**config.mk**
```make
export PLATFORM = sky130hd
export DESIGN_NAME = instr_fetch
export DESIGN_NICKNAME = d
export VERILOG_FILES = /design/src/rtl/instr_fetch.sv
export SDC_FILE = /design/constraint.sdc
export NUM_CORES = 1
export LEC_CHECK = 0
export BUFFER_PORTS_ARGS = -buffer_cell sky130_fd_sc_hd__buf_4
export CAP_MARGIN = 20
export CORE_UTILIZATION = 43
export CTS_BUF_LIST = sky130_fd_sc_hd__clkbuf_4
export DETAILED_ROUTE_END_ITERATION = 6
export PLACE_DENSITY = 0.74
export SYNTH_ARGS = -nofsm -noshare
export SYNTH_HDL_FRONTEND = slang
export SYNTH_SLANG_ARGS = --single-unit
export TNS_END_PERCENT = 50
```
**constraint.sdc**
```tcl
create_clock -name clk -period 4.1 [get_ports clk]
set_input_delay 0.615 -clock clk [delete_from_list [all_inputs] [get_ports clk]]
set_output_delay 0.615 -clock clk [all_outputs]
set_load 0.05 [all_outputs]
```
**src/rtl/instr_fetch.sv**
```systemverilog
// Fetch stage: owns the PC, addresses the combinational instruction ROM and
// fills the IF/ID pipeline register. Handles stalls, redirects and a fetch counter.
module instr_fetch #(
    parameter logic [31:0] RESET_PC = 32'h0000_0000,
    parameter int          CNT_W    = 16
) (
    input  logic             clk,
    input  logic             rst,
    output logic [31:0]      rom_addr,
    input  logic [31:0]      rom_inst,
    input  logic             stall,
    input  logic             redirect,
    input  logic [31:0]      redirect_pc,
    output logic [31:0]      pc,
    output logic [31:0]      if_id_inst,
    output logic [31:0]      if_id_pc,
    output logic [31:0]      if_id_pc4,
    output logic             if_id_valid,
    output logic [CNT_W-1:0] fetch_cnt
);

    typedef enum logic [1:0] {
        ACT_RESET,
        ACT_REDIRECT,
        ACT_STALL,
        ACT_ADVANCE
    } fetch_act_e;

    localparam logic [31:0] NOP        = 32'h0000_0000;
    localparam logic [31:0] RESET_WORD = {RESET_PC[31:2], 2'b00};

    fetch_act_e       act;
    logic [31:0]      pc_plus4;
    logic [31:0]      pc_next;
    logic [31:0]      inst_next;
    logic [31:0]      ipc_next;
    logic [31:0]      ipc4_next;
    logic             valid_next;
    logic [CNT_W-1:0] cnt_next;

    // The ROM has no latency, so its address is simply the live PC.
    assign rom_addr = pc;
    assign pc_plus4 = pc + 32'd4;

    // Fixed priority: rst > redirect > stall > advance.
    always_comb begin
        if (rst)
            act = ACT_RESET;
        else if (redirect)
            act = ACT_REDIRECT;
        else if (stall)
            act = ACT_STALL;
        else
            act = ACT_ADVANCE;
    end

    // NOTE: every output gets a default before the case so no path leaves a
    // variable unassigned, which would otherwise infer a latch.
    always_comb begin
        pc_next    = pc;
        inst_next  = if_id_inst;
        ipc_next   = if_id_pc;
        ipc4_next  = if_id_pc4;
        valid_next = if_id_valid;
        cnt_next   = fetch_cnt;
        unique case (act)
            ACT_RESET: begin
                pc_next    = RESET_WORD;
                inst_next  = NOP;
                ipc_next   = '0;
                ipc4_next  = '0;
                valid_next = 1'b0;
                cnt_next   = '0;
            end
            ACT_REDIRECT: begin
                // Flush the wrong-path word with a bubble; the counter only
                // tracks real fetches.
                pc_next    = {redirect_pc[31:2], 2'b00};
                inst_next  = NOP;
                ipc_next   = '0;
                ipc4_next  = '0;
                valid_next = 1'b0;
            end
            ACT_STALL: begin
            end
            ACT_ADVANCE: begin
                pc_next    = pc_plus4;
                inst_next  = rom_inst;
                ipc_next   = pc;
                ipc4_next  = pc_plus4;
                valid_next = 1'b1;
                cnt_next   = fetch_cnt + CNT_W'(1);
            end
            default: begin
            end
        endcase
    end

    // NOTE: state registers use non-blocking assignments so every flop samples
    // the pre-edge values regardless of statement order.
    always_ff @(posedge clk) begin
        pc          <= pc_next;
        if_id_inst  <= inst_next;
        if_id_pc    <= ipc_next;
        if_id_pc4   <= ipc4_next;
        if_id_valid <= valid_next;
        fetch_cnt   <= cnt_next;
    end

endmodule
```
==> metrics.txt <==
R2R Setup Slk roughly 1300 ps; Starting Density 0.4391; sequential share of the synthesized area 0.6540; final setup violation count 0; Die ar. about 15,000 um^2; setup TNS 0 ps; # DRC 0; area delta synth->final 33.33%; CP max FO 8; clock skew slightly below 10 ps; Synth Area per Inst around 13 um^2; nets 776; pre-CTS worst setup slack 1054 ps; Async SR Flop Fraction 0; max-slew violations 0; number of detailed-route iterations in the first pass 5; DR WL/cell between 15 and 20 um; drt total wl 15,110 um; DRT iter0 DRCs 322; Max VDD drop 0.0002965 V; clk buf depth 2; commonest cells after routing, fill and taps aside buf_4 (238), edfxtp_1 (139), and2_1 (65); leakage power 3.804 nW; postcts setup bufs 0; Yosys Warn Count 0; Crit path required time 4390 ps; Slew @ Worst Pin 938.8 ps; gr ovfl total 0; P per Cell Area 433.7 nW/um^2; status finished clean; CTS Root Cell clkbuf_4; ys flop type edfxtp_1; final hold slack around 350 ps; worst setup margin approximately 1300 ps; Die X between 100 and 150 um; Fin. Hold Viols 0; Post-CTS Resized 0; num rows 44; relative slew slack 0.3689; vias in the first global route 4,327; H-tree Lvls 4; Ports roughly 250; Filler Cells Inserted about 1,200; RSZ-0062 raised after global routing false; Synth Cell Area about 6400 um^2; Clock Pin Slew Worst Setup and Hold Paths about 120 ps; Die Y between 100 and 150 um; #FFs+latches synth roughly 140; commonest non-fill, non-tap cell in the layout buf_4; Vias/cell 5.267; fin crit share 0.6799; Post-Synthesis Cells between 400 and 500; critical path arrival just over 3000 ps; startpoint type of the worst setup path register; Clock Latency Late Sink between 500 and 600 ps; min Tclk post-route approximately 2800 ps; highest routed layer met4; Num CTS Buffers 17; Netlist cell types 40; number of port buffers between 200 and 250; achievable clock frequency about 0.36 GHz; met3 wire len between 1000 and 1500 um; core area around 15,000 um^2; TritonCTS clock tree yes; Max-cap violations 0; Placed Cells roughly 870; largest net degree at the start of global routing between 50 and 60; final non-filler cell total 902; Routed Antenna Nets 0; layout cells sized above 1 0.3933; via count 4,751; WL met1 a little over 6000 um; hpwl dp 10,410 um; Hold WC Path Type input pin to register; metal2 WL 7298 um; CP Capture Type register; Sink Count ~140; initial antenna violation count 1; CTS Hold Buffers Added 0; RePlAce Congestion between 0.7 and 0.8; GRT Util Overall 0.1960; Post-synth EDFFs 139; type of the worst setup path register to register; first-pass GRT wire length 22,250 um
path summary, 6_finish.rpt:
path / startpoint / end / cells past startpoint
worst max-delay path: pc[2] / pc[28] / 5
worst min-delay path: redirect_pc[2] / pc[2] / 2
worst max register to register: pc[2] / pc[28] / 5
worst min register to register: fetch_cnt[0] / fetch_cnt[0] / 1
cell usage after synthesis, types with 2 or more instances:
master    instances  area share
edfxtp_1        139        0.65
and2_1           65       0.064
buf_4            38       0.045
nand2_1          28       0.016
nor2_1           26       0.015
nand3_1          19       0.015
clkbuf_1         18       0.011
inv_1            14      0.0082
xor2_1           13       0.018
a21o_1           11       0.013
o21ai_0          11      0.0086
nand4_1          10      0.0098
xnor2_1           9       0.012
nor3_1            8      0.0063
nor4_1            8      0.0078
a22o_1            7      0.0096
o31ai_1           6      0.0071
a221o_1           5      0.0078
and3_1            5      0.0049
and4_1            5      0.0069
nand2b_1          5      0.0049
or4_1             5      0.0059
a21oi_1           4      0.0031
ha_1              4      0.0078
o211ai_1          4      0.0047
a211o_1           3      0.0041
a21boi_0          3      0.0035
nand4b_1          3      0.0041
o311ai_0          3      0.0041
or2_2             3      0.0029
a31oi_1           2      0.0020
or2_1             2      0.0020
or3_1             2      0.0020
logic make-up after synthesis:
logic type / synth area share
xor+xnor: 0.03019
simple gates: 0.1729
other cells: 0.0005876
flops: 0.6540
compound gates: 0.07018
buf+inv: 0.06430
fa+ha+maj: 0.007842
layer usage:
metal,up-vias,global-route usage
met4,0,0.08660
met3,25,0.05952
met2,244,0.3097
met5,-,0
met1,2270,0.2479
li1,2212,-
worst max-delay path: stages (launching register included):
cell and delay (ps):
edfxtp_1 530, ha_1 290, nand3_1 240, or4_1 790, or2_1 350, a221o_1 350
final cells by class:
type / count / area (um^2) / share of cell area
clock inverter: 14 / 244.0 / 0.02867
tap: 184 / 230.2 / 0.02705
sequential: 139 / 4174 / 0.4905
multi-input combinational: 292 / 1842 / 0.2164
inverter: 14 / 55.05 / 0.006470
timing repair buffer: 240 / 1827 / 0.2147
antenna: 1 / 2.502 / 0.0002941
clock buffer: 18 / 135.1 / 0.01588
registers in the layout (all words and copies together), names as in the netlist:
signal,count
if_id_inst,32
if_id_pc,30
if_id_valid,1
if_id_pc4,30
pc,30
fetch_cnt,16
power by group:
part | internal (mW) | total (mW) | switching [mW]
sequential | 1.67 | 1.75 | 0.0838
clock | 0.617 | 1.14 | 0.520
combinational | 0.229 | 0.802 | 0.574
per-stage QoR:
step	cell area (um^2)	total power, mW	utilization
2_1_floorplan	6409	2.347	-
3_3_place_gp	8128	2.580	0.5592
3_5_place_dp	8128	2.590	0.5592
4_1_cts	8507	3.726	0.5853
5_1_grt	8509	3.827	0.5855
6_report	8509	3.691	0.5855
(Power assumes the default switching activity.)
